## src/rtl/mc_ctrl_pkg.sv

```systemverilog
// Shared encodings for the multicycle RV32I control unit: FSM states,
// instruction classes, ALU operations, opcodes and datapath mux selects.
package mc_ctrl_pkg;

   typedef enum logic [2:0] {
      ST_FETCH  = 3'd0,
      ST_DECODE = 3'd1,
      ST_EXEC   = 3'd2,
      ST_MEM    = 3'd3,
      ST_WB     = 3'd4,
      ST_HALT   = 3'd5,
      ST_TRAP   = 3'd6
   } state_e;

   typedef enum logic [3:0] {
      CLS_R, CLS_IALU, CLS_LOAD, CLS_STORE, CLS_BRANCH,
      CLS_JAL, CLS_JALR, CLS_LUI, CLS_AUIPC, CLS_SYS, CLS_ILL
   } cls_e;

   // ALU operation codes (branch compares share the same field)
   localparam logic [3:0] ALU_ADD  = 4'b0000;
   localparam logic [3:0] ALU_SUB  = 4'b0001;
   localparam logic [3:0] ALU_AND  = 4'b0010;
   localparam logic [3:0] ALU_OR   = 4'b0011;
   localparam logic [3:0] ALU_SLL  = 4'b0100;
   localparam logic [3:0] ALU_SRL  = 4'b0101;
   localparam logic [3:0] ALU_SRA  = 4'b0110;
   localparam logic [3:0] ALU_SLT  = 4'b0111;
   localparam logic [3:0] ALU_BGE  = 4'b1000;
   localparam logic [3:0] ALU_SLTU = 4'b1001;
   localparam logic [3:0] ALU_BGEU = 4'b1010;
   localparam logic [3:0] ALU_BNE  = 4'b1011;
   localparam logic [3:0] ALU_BEQ  = 4'b1100;
   localparam logic [3:0] ALU_XOR  = 4'b1101;
   localparam logic [3:0] ALU_JALR = 4'b1110;

   // Major opcodes
   localparam logic [6:0] OPC_OP     = 7'b0110011;
   localparam logic [6:0] OPC_OPIMM  = 7'b0010011;
   localparam logic [6:0] OPC_LOAD   = 7'b0000011;
   localparam logic [6:0] OPC_STORE  = 7'b0100011;
   localparam logic [6:0] OPC_BRANCH = 7'b1100011;
   localparam logic [6:0] OPC_JAL    = 7'b1101111;
   localparam logic [6:0] OPC_JALR   = 7'b1100111;
   localparam logic [6:0] OPC_LUI    = 7'b0110111;
   localparam logic [6:0] OPC_AUIPC  = 7'b0010111;
   localparam logic [6:0] OPC_SYSTEM = 7'b1110011;

   // Datapath mux encodings
   localparam logic [1:0] PC_SRC_PC4  = 2'b00;
   localparam logic [1:0] PC_SRC_IMM  = 2'b01;
   localparam logic [1:0] PC_SRC_JALR = 2'b10;

   localparam logic [1:0] ALUB_RS2  = 2'b00;
   localparam logic [1:0] ALUB_IMM  = 2'b01;
   localparam logic [1:0] ALUB_FOUR = 2'b10;

   localparam logic [1:0] WB_ALU = 2'b00;
   localparam logic [1:0] WB_MEM = 2'b01;
   localparam logic [1:0] WB_PC4 = 2'b10;

   localparam logic [2:0] IMM_I     = 3'd0;
   localparam logic [2:0] IMM_S     = 3'd1;
   localparam logic [2:0] IMM_B     = 3'd2;
   localparam logic [2:0] IMM_U     = 3'd3;
   localparam logic [2:0] IMM_J     = 3'd4;
   localparam logic [2:0] IMM_SHAMT = 3'd5;

   // funct3 (+ the funct7 alternate bit) to ALU op for OP / OP-IMM
   function automatic logic [3:0] alu_fn(input logic [2:0] f3, input logic alt);
      logic [3:0] op;
      case (f3)
         3'b000:  op = alt ? ALU_SUB : ALU_ADD;
         3'b001:  op = ALU_SLL;
         3'b010:  op = ALU_SLT;
         3'b011:  op = ALU_SLTU;
         3'b100:  op = ALU_XOR;
         3'b101:  op = alt ? ALU_SRA : ALU_SRL;
         3'b110:  op = ALU_OR;
         default: op = ALU_AND;
      endcase
      return op;
   endfunction

endpackage

```

## src/rtl/mc_decode.sv

```systemverilog
// Combinational instruction decoder: classifies the instruction register and
// derives the ALU operation, immediate format and an illegal-encoding flag.
module mc_decode
   import mc_ctrl_pkg::*;
(
   input  logic [31:0] ir_i,
   output cls_e        cls_o,
   output logic [3:0]  alu_op_o,
   output logic [2:0]  imm_sel_o,
   output logic        illegal_o
);

   logic [6:0] opc;
   logic [2:0] f3;
   logic [6:0] f7;

   assign opc = ir_i[6:0];
   assign f3  = ir_i[14:12];
   assign f7  = ir_i[31:25];

   // Classify; anything not matched explicitly stays CLS_ILL
   always_comb begin
      cls_o     = CLS_ILL;
      alu_op_o  = ALU_ADD;
      imm_sel_o = IMM_I;
      case (opc)
         OPC_OP: begin
            if ((f7 == 7'b0000000) ||
                ((f7 == 7'b0100000) && ((f3 == 3'b000) || (f3 == 3'b101)))) begin
               cls_o    = CLS_R;
               alu_op_o = alu_fn(f3, f7[5]);
            end
         end
         OPC_OPIMM: begin
            if (f3 == 3'b001) begin
               if (f7 == 7'b0000000) begin
                  cls_o     = CLS_IALU;
                  alu_op_o  = ALU_SLL;
                  imm_sel_o = IMM_SHAMT;
               end
            end else if (f3 == 3'b101) begin
               if ((f7 == 7'b0000000) || (f7 == 7'b0100000)) begin
                  cls_o     = CLS_IALU;
                  alu_op_o  = alu_fn(f3, f7[5]);
                  imm_sel_o = IMM_SHAMT;
               end
            end else begin
               cls_o    = CLS_IALU;
               alu_op_o = alu_fn(f3, 1'b0);
            end
         end
         OPC_LOAD: begin
            if (f3 == 3'b010) cls_o = CLS_LOAD;
         end
         OPC_STORE: begin
            if (f3 == 3'b010) begin
               cls_o     = CLS_STORE;
               imm_sel_o = IMM_S;
            end
         end
         OPC_BRANCH: begin
            imm_sel_o = IMM_B;
            cls_o     = CLS_BRANCH;
            case (f3)
               3'b000:  alu_op_o = ALU_BEQ;
               3'b001:  alu_op_o = ALU_BNE;
               3'b100:  alu_op_o = ALU_SLT;
               3'b101:  alu_op_o = ALU_BGE;
               3'b110:  alu_op_o = ALU_SLTU;
               3'b111:  alu_op_o = ALU_BGEU;
               default: cls_o    = CLS_ILL;
            endcase
         end
         OPC_JAL: begin
            cls_o     = CLS_JAL;
            imm_sel_o = IMM_J;
         end
         OPC_JALR: begin
            if (f3 == 3'b000) begin
               cls_o    = CLS_JALR;
               alu_op_o = ALU_JALR;
            end
         end
         OPC_LUI: begin
            cls_o     = CLS_LUI;
            imm_sel_o = IMM_U;
         end
         OPC_AUIPC: begin
            cls_o     = CLS_AUIPC;
            imm_sel_o = IMM_U;
         end
         OPC_SYSTEM: begin
            // only ECALL and EBREAK; CSR accesses are not supported
            if ((ir_i == 32'h0000_0073) || (ir_i == 32'h0010_0073)) cls_o = CLS_SYS;
         end
         default: cls_o = CLS_ILL;
      endcase
   end

   assign illegal_o = (cls_o == CLS_ILL);

endmodule

```

## src/rtl/mc_control_fsm.sv

```systemverilog
// Multicycle RV32I control unit: FETCH/DECODE/EXEC/MEM/WB sequencing with
// memory wait states, ECALL/EBREAK halt, illegal-encoding trap and a
// retired-instruction counter. Outputs are decoded from state and IR only.
//
// Memory handshake: imem_re / dmem_re / dmem_we are requests held high for
// as long as the FSM sits in FETCH / MEM. A request completes in the cycle
// its ready input is 1; the FSM advances on that clock edge. imem_ready is
// ignored outside FETCH and dmem_ready outside MEM.
module mc_control_fsm
   import mc_ctrl_pkg::*;
#(
   parameter int XLEN    = 32,
   parameter int CNT_W   = 32,
   parameter bit WAIT_EN = 1'b1
) (
   input  logic             clk,
   input  logic             rstn,
   input  logic [31:0]      instr_i,
   input  logic             imem_ready,
   input  logic             dmem_ready,
   input  logic             br_taken_i,
   output logic             imem_re,
   output logic             ir_we,
   output logic             pc_we,
   output logic [1:0]       pc_src,
   output logic             alu_a_sel,
   output logic [1:0]       alu_b_sel,
   output logic [3:0]       alu_op,
   output logic [2:0]       imm_sel,
   output logic             reg_we,
   output logic [1:0]       wb_sel,
   output logic             dmem_re,
   output logic             dmem_we,
   output logic             halted,
   output logic             illegal,
   output logic [CNT_W-1:0] retired,
   output logic [2:0]       state_o,
   output logic [XLEN-1:0]  dbg_ir
);

   state_e           state_q, state_d;
   logic [31:0]      ir_q;
   logic [CNT_W-1:0] retired_q;
   logic             retire_s;

   cls_e             dec_cls;
   logic [3:0]       dec_alu_op;
   logic [2:0]       dec_imm_sel;
   logic             dec_illegal;

   logic             imem_rdy, dmem_rdy;
   logic             dp_a_sel;
   logic [1:0]       dp_b_sel;

   assign imem_rdy = WAIT_EN ? imem_ready : 1'b1;
   assign dmem_rdy = WAIT_EN ? dmem_ready : 1'b1;

   mc_decode u_dec (
      .ir_i      (ir_q),
      .cls_o     (dec_cls),
      .alu_op_o  (dec_alu_op),
      .imm_sel_o (dec_imm_sel),
      .illegal_o (dec_illegal)
   );

   // Operand selects kept stable through EXEC, MEM and WB of one instruction
   assign dp_a_sel = !((dec_cls == CLS_AUIPC) || (dec_cls == CLS_JAL));
   assign dp_b_sel = ((dec_cls == CLS_R) || (dec_cls == CLS_BRANCH)) ? ALUB_RS2 : ALUB_IMM;

   // State, instruction register and retired counter
   always_ff @(posedge clk or posedge rstn) begin
      if (rstn) begin
         state_q   <= ST_FETCH;
         ir_q      <= '0;
         retired_q <= '0;
      end else begin
         state_q <= state_d;
         if (ir_we)    ir_q      <= instr_i;
         if (retire_s) retired_q <= retired_q + CNT_W'(1);
      end
   end

   // Next-state and Moore control decode
   always_comb begin
      state_d   = state_q;
      retire_s  = 1'b0;
      imem_re   = 1'b0;
      ir_we     = 1'b0;
      pc_we     = 1'b0;
      pc_src    = PC_SRC_PC4;
      alu_a_sel = 1'b0;
      alu_b_sel = ALUB_RS2;
      alu_op    = ALU_ADD;
      imm_sel   = IMM_I;
      reg_we    = 1'b0;
      wb_sel    = WB_ALU;
      dmem_re   = 1'b0;
      dmem_we   = 1'b0;
      halted    = 1'b0;
      illegal   = 1'b0;
      case (state_q)
         ST_FETCH: begin
            imem_re = 1'b1;
            if (imem_rdy) begin
               ir_we   = 1'b1;
               pc_we   = 1'b1;
               pc_src  = PC_SRC_PC4;
               state_d = ST_DECODE;
            end
         end
         ST_DECODE: begin
            // precompute PC + B-immediate as a branch target
            alu_a_sel = 1'b0;
            alu_b_sel = ALUB_IMM;
            imm_sel   = IMM_B;
            if (dec_cls == CLS_SYS)  state_d = ST_HALT;
            else if (dec_illegal)    state_d = ST_TRAP;
            else                     state_d = ST_EXEC;
         end
         ST_EXEC: begin
            alu_a_sel = dp_a_sel;
            alu_b_sel = dp_b_sel;
            alu_op    = dec_alu_op;
            imm_sel   = dec_imm_sel;
            case (dec_cls)
               CLS_R, CLS_IALU, CLS_LUI, CLS_AUIPC: state_d = ST_WB;
               CLS_LOAD, CLS_STORE:                 state_d = ST_MEM;
               CLS_BRANCH: begin
                  pc_we    = br_taken_i;
                  pc_src   = PC_SRC_IMM;
                  state_d  = ST_FETCH;
                  retire_s = 1'b1;
               end
               CLS_JAL: begin
                  pc_we   = 1'b1;
                  pc_src  = PC_SRC_IMM;
                  state_d = ST_WB;
               end
               CLS_JALR: begin
                  pc_we   = 1'b1;
                  pc_src  = PC_SRC_JALR;
                  state_d = ST_WB;
               end
               default: state_d = ST_TRAP;
            endcase
         end
         ST_MEM: begin
            alu_a_sel = dp_a_sel;
            alu_b_sel = dp_b_sel;
            alu_op    = dec_alu_op;
            imm_sel   = dec_imm_sel;
            dmem_re   = (dec_cls == CLS_LOAD);
            dmem_we   = (dec_cls == CLS_STORE);
            if (dmem_rdy) begin
               if (dec_cls == CLS_STORE) begin
                  state_d  = ST_FETCH;
                  retire_s = 1'b1;
               end else begin
                  state_d = ST_WB;
               end
            end
         end
         ST_WB: begin
            alu_a_sel = dp_a_sel;
            alu_b_sel = dp_b_sel;
            alu_op    = dec_alu_op;
            imm_sel   = dec_imm_sel;
            reg_we    = 1'b1;
            if (dec_cls == CLS_LOAD)                                wb_sel = WB_MEM;
            else if ((dec_cls == CLS_JAL) || (dec_cls == CLS_JALR)) wb_sel = WB_PC4;
            else                                                    wb_sel = WB_ALU;
            state_d  = ST_FETCH;
            retire_s = 1'b1;
         end
         ST_HALT: halted  = 1'b1;
         ST_TRAP: illegal = 1'b1;
         default: state_d = ST_TRAP;
      endcase
   end

   assign retired = retired_q;
   assign state_o = state_q;
   assign dbg_ir  = XLEN'(ir_q);

endmodule

```

## config.mk

```make
export PLATFORM = sky130hd
export DESIGN_NAME = mc_control_fsm
export DESIGN_NICKNAME = d
export VERILOG_FILES = /design/src/rtl/mc_ctrl_pkg.sv /design/src/rtl/mc_decode.sv /design/src/rtl/mc_control_fsm.sv
export SDC_FILE = /design/constraint.sdc
export NUM_CORES = 1
export LEC_CHECK = 0
export CAP_MARGIN = 15
export CORE_MARGIN = 1
export CORE_UTILIZATION = 35
export DETAILED_ROUTE_END_ITERATION = 10
export PLACE_DENSITY = 0.66
export SLEW_MARGIN = 0
export SYNTH_ARGS = -nofsm -noshare
export SYNTH_HDL_FRONTEND = slang
export SYNTH_SLANG_ARGS = --single-unit
export TNS_END_PERCENT = 30
```

## constraint.sdc

```tcl
create_clock -name clk -period 4.6 [get_ports clk]
set_clock_uncertainty 0.05 [all_clocks]
set_input_delay 0.92 -clock clk [delete_from_list [all_inputs] [get_ports clk]]
set_output_delay 0.92 -clock clk [all_outputs]
set_load 0.02 [all_outputs]
```

==> results of run 1 <==
## final timing paths
| check | startpoint | end | slack (ns) | depth (start not counted) |
|---|---|---|---|---|
| max | dbg_ir[14] | imm_sel[2] | 0.32 | 8 |
| min | retired[31] | retired[31] | 0.44 | 1 |
| max reg2reg | dbg_ir[14] | state_o[2] | 1.98 | 7 |
| min reg2reg | retired[31] | retired[31] | 0.44 | 1 |
| max in group asynchronous | rstn | dbg_ir[9] | 2.58 | 3 |
| min in group asynchronous | rstn | dbg_ir[5] | 1.06 | 2 |
## worst reg2reg max path, cell delays in order (launching register included)
cell      delay (ns)
dfrtp_1         0.74
nor2b_1         0.24
a21o_1          0.22
a211o_1         0.33
a311oi_2        0.28
nand3_1         0.24
a221oi_2        0.29
o41ai_1         0.11
## state kept, by name, summed over array words and instances, names as in the netlist
name / cells
dbg_ir: 32
retired: 32
state_o: 3
## Yosys cell counts, types with 3 or more instances
library cell	instances	area, µm²
a221oi_1	4	35.0
nand2_1	34	128
clkbuf_1	4	15.0
nor3b_1	3	22.5
mux2_2	30	338
inv_1	12	45.0
nand4_1	12	75.1
dfrtp_1	67	1680
o21ai_0	14	70.1
nor3_1	12	60.1
and2_1	3	18.8
xnor2_1	19	166
nand3_1	13	65.1
a21oi_1	14	70.1
xor2_1	14	123
nor4_1	6	37.5
nand3b_1	4	30.0
nor2b_1	3	18.8
and3_1	4	25.0
and4_1	4	35.0
nand2b_1	7	43.8
nor2_1	30	113
buf_1	3	11.3
a31oi_1	4	25.0
buf_2	11	55.1
o22ai_1	4	25.0
## power groups by stage
| stage | sequential (mW) | clock (mW) | combinational [mW] |
|---|---|---|---|
| 6_report | 0.589 | 0.455 | 0.0440 |
| 5_1_grt | 0.588 | 0.501 | 0.0482 |
| 4_1_cts | 0.589 | 0.474 | 0.0452 |
| 3_5_place_dp | 0.600 | 0 | 0.0452 |
| 3_3_place_gp | 0.600 | 0 | 0.0442 |
| 2_1_floorplan | 0.600 | 0 | 0.0102 |
## routing by layer
metal	share of wire	up-vias	global-route usage
li1	-	1610	-
met4	0.018	0	0.0714
met3	0.062	14	0.0458
met5	0	-	0
met2	0.47	114	0.296
met1	0.45	1615	0.257
## final cells by class
class	count	area (µm²)
fill	983	5070
multi-input combinational	283	1950
sequential	67	1680
timing repair buffer	128	1270
clock buffer	14	173
tap	136	170
inverter	12	45.0
clock inverter	1	7.51
## cell families after synthesis
family / share of synthesized area
buffers and inverters: 0.0356
adder cells (fa/ha/maj): 0.00333
other: 0.000997
AO/OA/AOI/OAI: 0.108
flip-flops: 0.446
AND/OR/NAND/NOR: 0.235
XOR/XNOR: 0.0811
multiplexers: 0.0898
## through the flow
stage,setup WS (ns),hold slack (ns),area [µm²],cells
floorplan,1.24,0.528,3760,381
CTS,0.327,0.436,5300,641
global placement,0.806,0.417,5110,626
global route,0.113,0.441,5300,641
finish,0.325,0.437,5300,641
detailed placement,0.719,0.422,5110,626
## cell usage in the layout, fill, tap and decap left out, drive strengths merged, types with 2 or more instances in the layout
cell,n
dfrtp,67
a21boi,2
nor3b,4
a22oi,2
a221oi,5
nand3b,4
nor4,7
inv,12
o22ai,4
a311oi,2
and2,5
mux2,30
a31oi,4
nand4b,2
nand3,13
clkdlybuf4s50,124
xnor2,20
buf,4
o211ai,2
nor2,30
nor4b,3
nand2b,7
o21ai,15
or2,2
and3,4
clkbuf,14
nor2b,4
a21oi,14
xor2,14
nand2,34
and3b,3
and4,4
nor3,13
a21o,2
nand4,14
==> results.md, run 1 <==
- Status: completed
- Worst path max stage delay: approximately 0.74 ns
- Crit path time final: around 4.3 ns
- Total track usage: 0.191
- WS Path Type: flip-flop to output pin
- Initial drt markers: roughly 230
- Worst-Margin Slew: between 0.9 and 1 ns
- Bufs and invs on worst path: 1
- Final setup violation count: 0
- Vias in the first global route: 3,346
- Layout cells sized above 1: 0.129
- Core Box Area: between 10,000 and 15,000 µm²
- Vias per cell: between 5 and 6
- Crit-path cells: nor2b_1 -> a21o_1 -> a211o_1 -> a31oi_1 -> nand2b_1 -> nand2b_1 -> a21oi_1 -> clkdlybuf4s50_1
- Post-CTS setup buffer count: 0
- Worst-case clock buffer depth: 2
- Sw Pwr: around 0.23 mW
- Top FF cell, synth: dfrtp_1
- Number of distinct library cells after synthesis: 64
- #FFs+latches synth: 67
- Post-Route WL: 10.2 mm
- Switching Share: 0.216
- DP Wirelength: around 7.6 mm
- TritonCTS clock tree: yes
- CP arrival: ~3.3 ns
- Final setup TNS: 0 ns
- Worst hold path type: flip-flop to flip-flop
- Synthesized area: between 3000 and 4000 µm²
- Sequential area share after synthesis: 0.446
- Die width: 106 µm
- Crit path capture type: output pin
- Routed length per instance: 15.9 µm
- Delay-heaviest family, CP: compound AO/OA/AOI/OAI gates
- Period Utilization, post-route: 0.929
- Async S/R FF share, synth: 1.00
- Yosys warns: 0
- CP max stage cell: dfrtp_1
- Internal Power: approximately 0.85 mW
- Peak supply drop: about 0.00013 V
- Nets@finish: around 540
- Worst EP required: roughly 3.6 ns
- Clock share of power: 0.418
- Final Max Tran Viols: 0
- TritonCTS buffer count: 9
- Placer Congestion: 0.934
- Mapped Avg Cell Area: 9.87 µm²
- CTS sink count: 67
- Tot Pwr: between 1 and 1.5 mW
- Fin. Hold Viols: 0
- Headroom to the max-slew limit: 0.368
- Hold buffers post-CTS: 0
- Starting Density: 0.363
- Leak: roughly 2.3 nW
- 1st-pass router iterations: 5
- Post-layout util: 0.511
- Grt ovf: 0
- PwrDens: 206 nW/µm²
- Vias: between 3,000 and 4,000
- Clock transition at the registers of the reported paths: 0.07 ns
- Post-synth EDFFs: 0
- Logic gate share of total power: 0.040
- Drc violations: 0
- MaxCap Viol Count: 0
- # resized after CTS: 0
- I/O Pins: between 100 and 150
- First-pass GRT wire length: between 15 and 20 mm
- Fmax achieved: approximately 230 MHz
- Root Driver: clkbuf_8
- Synth Instances: approximately 380
- Remaining antenna violation count: 0
- Crit Path Max Fanout: 21
- Initial antenna violation count: 0
- Mapped Nets: 419
- Die span in y: about 110 µm
- RSZ-0062 raised after global routing: false
- CP dominant cell by count: nand2b_1
- Power share of the sequential group: 0.541
- Clk_lat worst skew: between 0.3 and 0.4 ns
- Largest net degree at the start of global routing: 46
- Number of core rows: 37
- Die footprint: ~11,000 µm²
- Number of port buffers: 124
- H-tree Lvls: 3
- Synthesis-to-layout area growth: 40.7%
- CP Launch Type: flip-flop
- Diode count: 0
Power figures use the tool's default switching activity.
==> inputs of run 2 (changes only) <==
PLACE_DENSITY = 0.75   (was 0.66)
==> run 2 against run 1 <==
Against the previous run: register-to-register slack worse by 0.05 ns; worst setup slack worse by 0.032 ns; non-clock buffer count is 2 higher; cell count is 0.47% higher.
==> results.md, run 2 (synthesis gave the netlist of run 1 again) <==
- Grt ovf: 0
- Root Driver: clkbuf_8
- Vias per cell: approximately 5.2
- WS Path Type: flip-flop to output pin
- Worst hold path type: flip-flop to flip-flop
- Die width: 106 µm
- Number of core rows: 37
- Vias in the first global route: ~3,200
- Peak supply drop: 0.000143 V
- Die footprint: between 10,000 and 15,000 µm²
- TritonCTS buffer count: 9
- Diode count: 0
- CP arrival: about 3.3 ns
- Worst EP required: ~3.6 ns
- Switching Share: 0.204
- Core Box Area: approximately 10,000 µm²
- Clock share of power: 0.462
- Hold buffers post-CTS: 0
- Starting Density: 0.363
- Number of port buffers: between 100 and 150
- Commonest non-fill, non-tap cell in the layout: clkdlybuf4s50_1
- Internal Power: ~0.94 mW
- Period Utilization, post-route: 0.936
- Post-layout util: 0.516
- DP Wirelength: roughly 7.7 mm
- CTS sink count: 67
- Nets@finish: around 540
- First-pass GRT wire length: roughly 17 mm
- Sw Pwr: about 0.24 mW
- Synthesis-to-layout area growth: 42.2%
- Fmax achieved: roughly 230 MHz
- 1st-pass router iterations: 5
- Vias: ~3,300
- Initial drt markers: about 180
- Status: completed
- Final setup violation count: 0
- H-tree Lvls: 3
- Total track usage: 0.192
- Worst-case clock buffer depth: 2
- RSZ-0062 raised after global routing: false
- CP Launch Type: flip-flop
- I/O Pins: about 130
- Fin. Hold Viols: 0
- Initial antenna violation count: 0
- Crit Path Max Fanout: 21
- Fin worst setup slack: between 0.2 and 0.3 ns
- Remaining antenna violation count: 0
- Place WS: roughly 0.71 ns
- Crit path time final: 4.31 ns
- Leak: around 2.3 nW
- Clock transition at the registers of the reported paths: 0.08 ns
- Largest net degree at the start of global routing: 35
- # resized after CTS: 0
- TritonCTS clock tree: yes
- Tot Pwr: between 1 and 1.5 mW
- Placed cells: between 600 and 700
- Logic gate share of total power: 0.038
- Drc violations: 0
- Crit path capture type: output pin
- Placer Congestion: 0.855
- Filler cell count: about 950
- Post-Route WL: 10.3 mm
- PwrDens: between 200 and 250 nW/µm²
- Most frequent cells in the layout: 124 x clkdlybuf4s50_1, 67 x dfrtp_1, 34 x nand2_1, 30 x mux2_2, 30 x nor2_1
- Headroom to the max-slew limit: 0.575
- Clk_lat worst skew: 0.34 ns
- Routed length per instance: around 16 µm
- Die span in y: between 100 and 150 µm
- Layout cells sized above 1: 0.134
- Final Max Tran Viols: 0
- Final setup TNS: 0 ns
- Worst-Margin Slew: 0.636 ns
- Non-Filler Instances: 644
- Post-CTS setup buffer count: 0
- Power share of the sequential group: 0.500
- MaxCap Viol Count: 0
==> run 2: cell count changes in the layout (fill, tap and decap cells not counted), sizes merged <==
cell | before | now
buf | 4 | 6
bufinv | 0 | 2
clkbuf | 14 | 12
clkinv | 0 | 2
clkinvlp | 1 | 0
==> run 2: area by class of cell <==
class | count | area, µm² | share of cell area
Sequential cell | 67 | 1680 | 0.313
Multi-Input combinational cell | 283 | 1950 | 0.365
Clock buffer | 12 | 145 | 0.0271
Tap cell | 136 | 170 | 0.0318
Timing Repair Buffer | 130 | 1290 | 0.240
Inverter | 12 | 45.0 | 0.00842
Clock inverter | 4 | 73.8 | 0.0138
==> run 2: per-stage QoR <==
| step | hold slack (ns) | area (µm²) |
|---|---|---|
| global route | 0.449 | 5350 |
| global placement | 0.410 | 5130 |
| detailed placement | 0.412 | 5130 |
| finish | 0.430 | 5350 |
| CTS | 0.432 | 5350 |
| floorplan | 0.528 | 3760 |
==> run 2: power by group through the flow <==
stage / logic [mW] / clock network, mW / registers [mW]
floorplan: 0.0102 / 0 / 0.600
global placement: 0.0447 / 0 / 0.600
detailed placement: 0.0454 / 0 / 0.600
CTS: 0.0457 / 0.560 / 0.588
global route: 0.0495 / 0.595 / 0.588
finish: 0.0444 / 0.544 / 0.589
==> run 2: worst paths after layout <==
path | slack, ns | cells after the start | startpoint | to
max in group asynchronous | 2.81 | 3 | rstn | dbg_ir[11]
setup / recovery | 0.29 | 8 | dbg_ir[14] | imm_sel[2]
min in group asynchronous | 0.93 | 2 | rstn | retired[18]
hold / removal | 0.43 | 1 | retired[31] | retired[31]
hold reg to reg | 0.43 | 1 | retired[31] | retired[31]
setup reg to reg | 1.93 | 7 | dbg_ir[14] | state_o[2]
==> run 2: routing by layer <==
layer  up-vias  GRT usage  part of all wire
met5         -          0                 0
met4         0     0.0575            0.0096
met3         5     0.0507             0.065
met2       107      0.296              0.47
met1      1610      0.264              0.46
li1       1616          -                 -
==> run 2: critical path, stage by stage (launching register included) <==
cell and delay, ns:
dfrtp_1 0.74, nor2b_1 0.22, a21o_1 0.23, a211o_1 0.33, a31oi_1 0.20, nand2b_1 0.24, nand2b_1 0.22, a21oi_1 0.19
clkdlybuf4s50_1 0.62
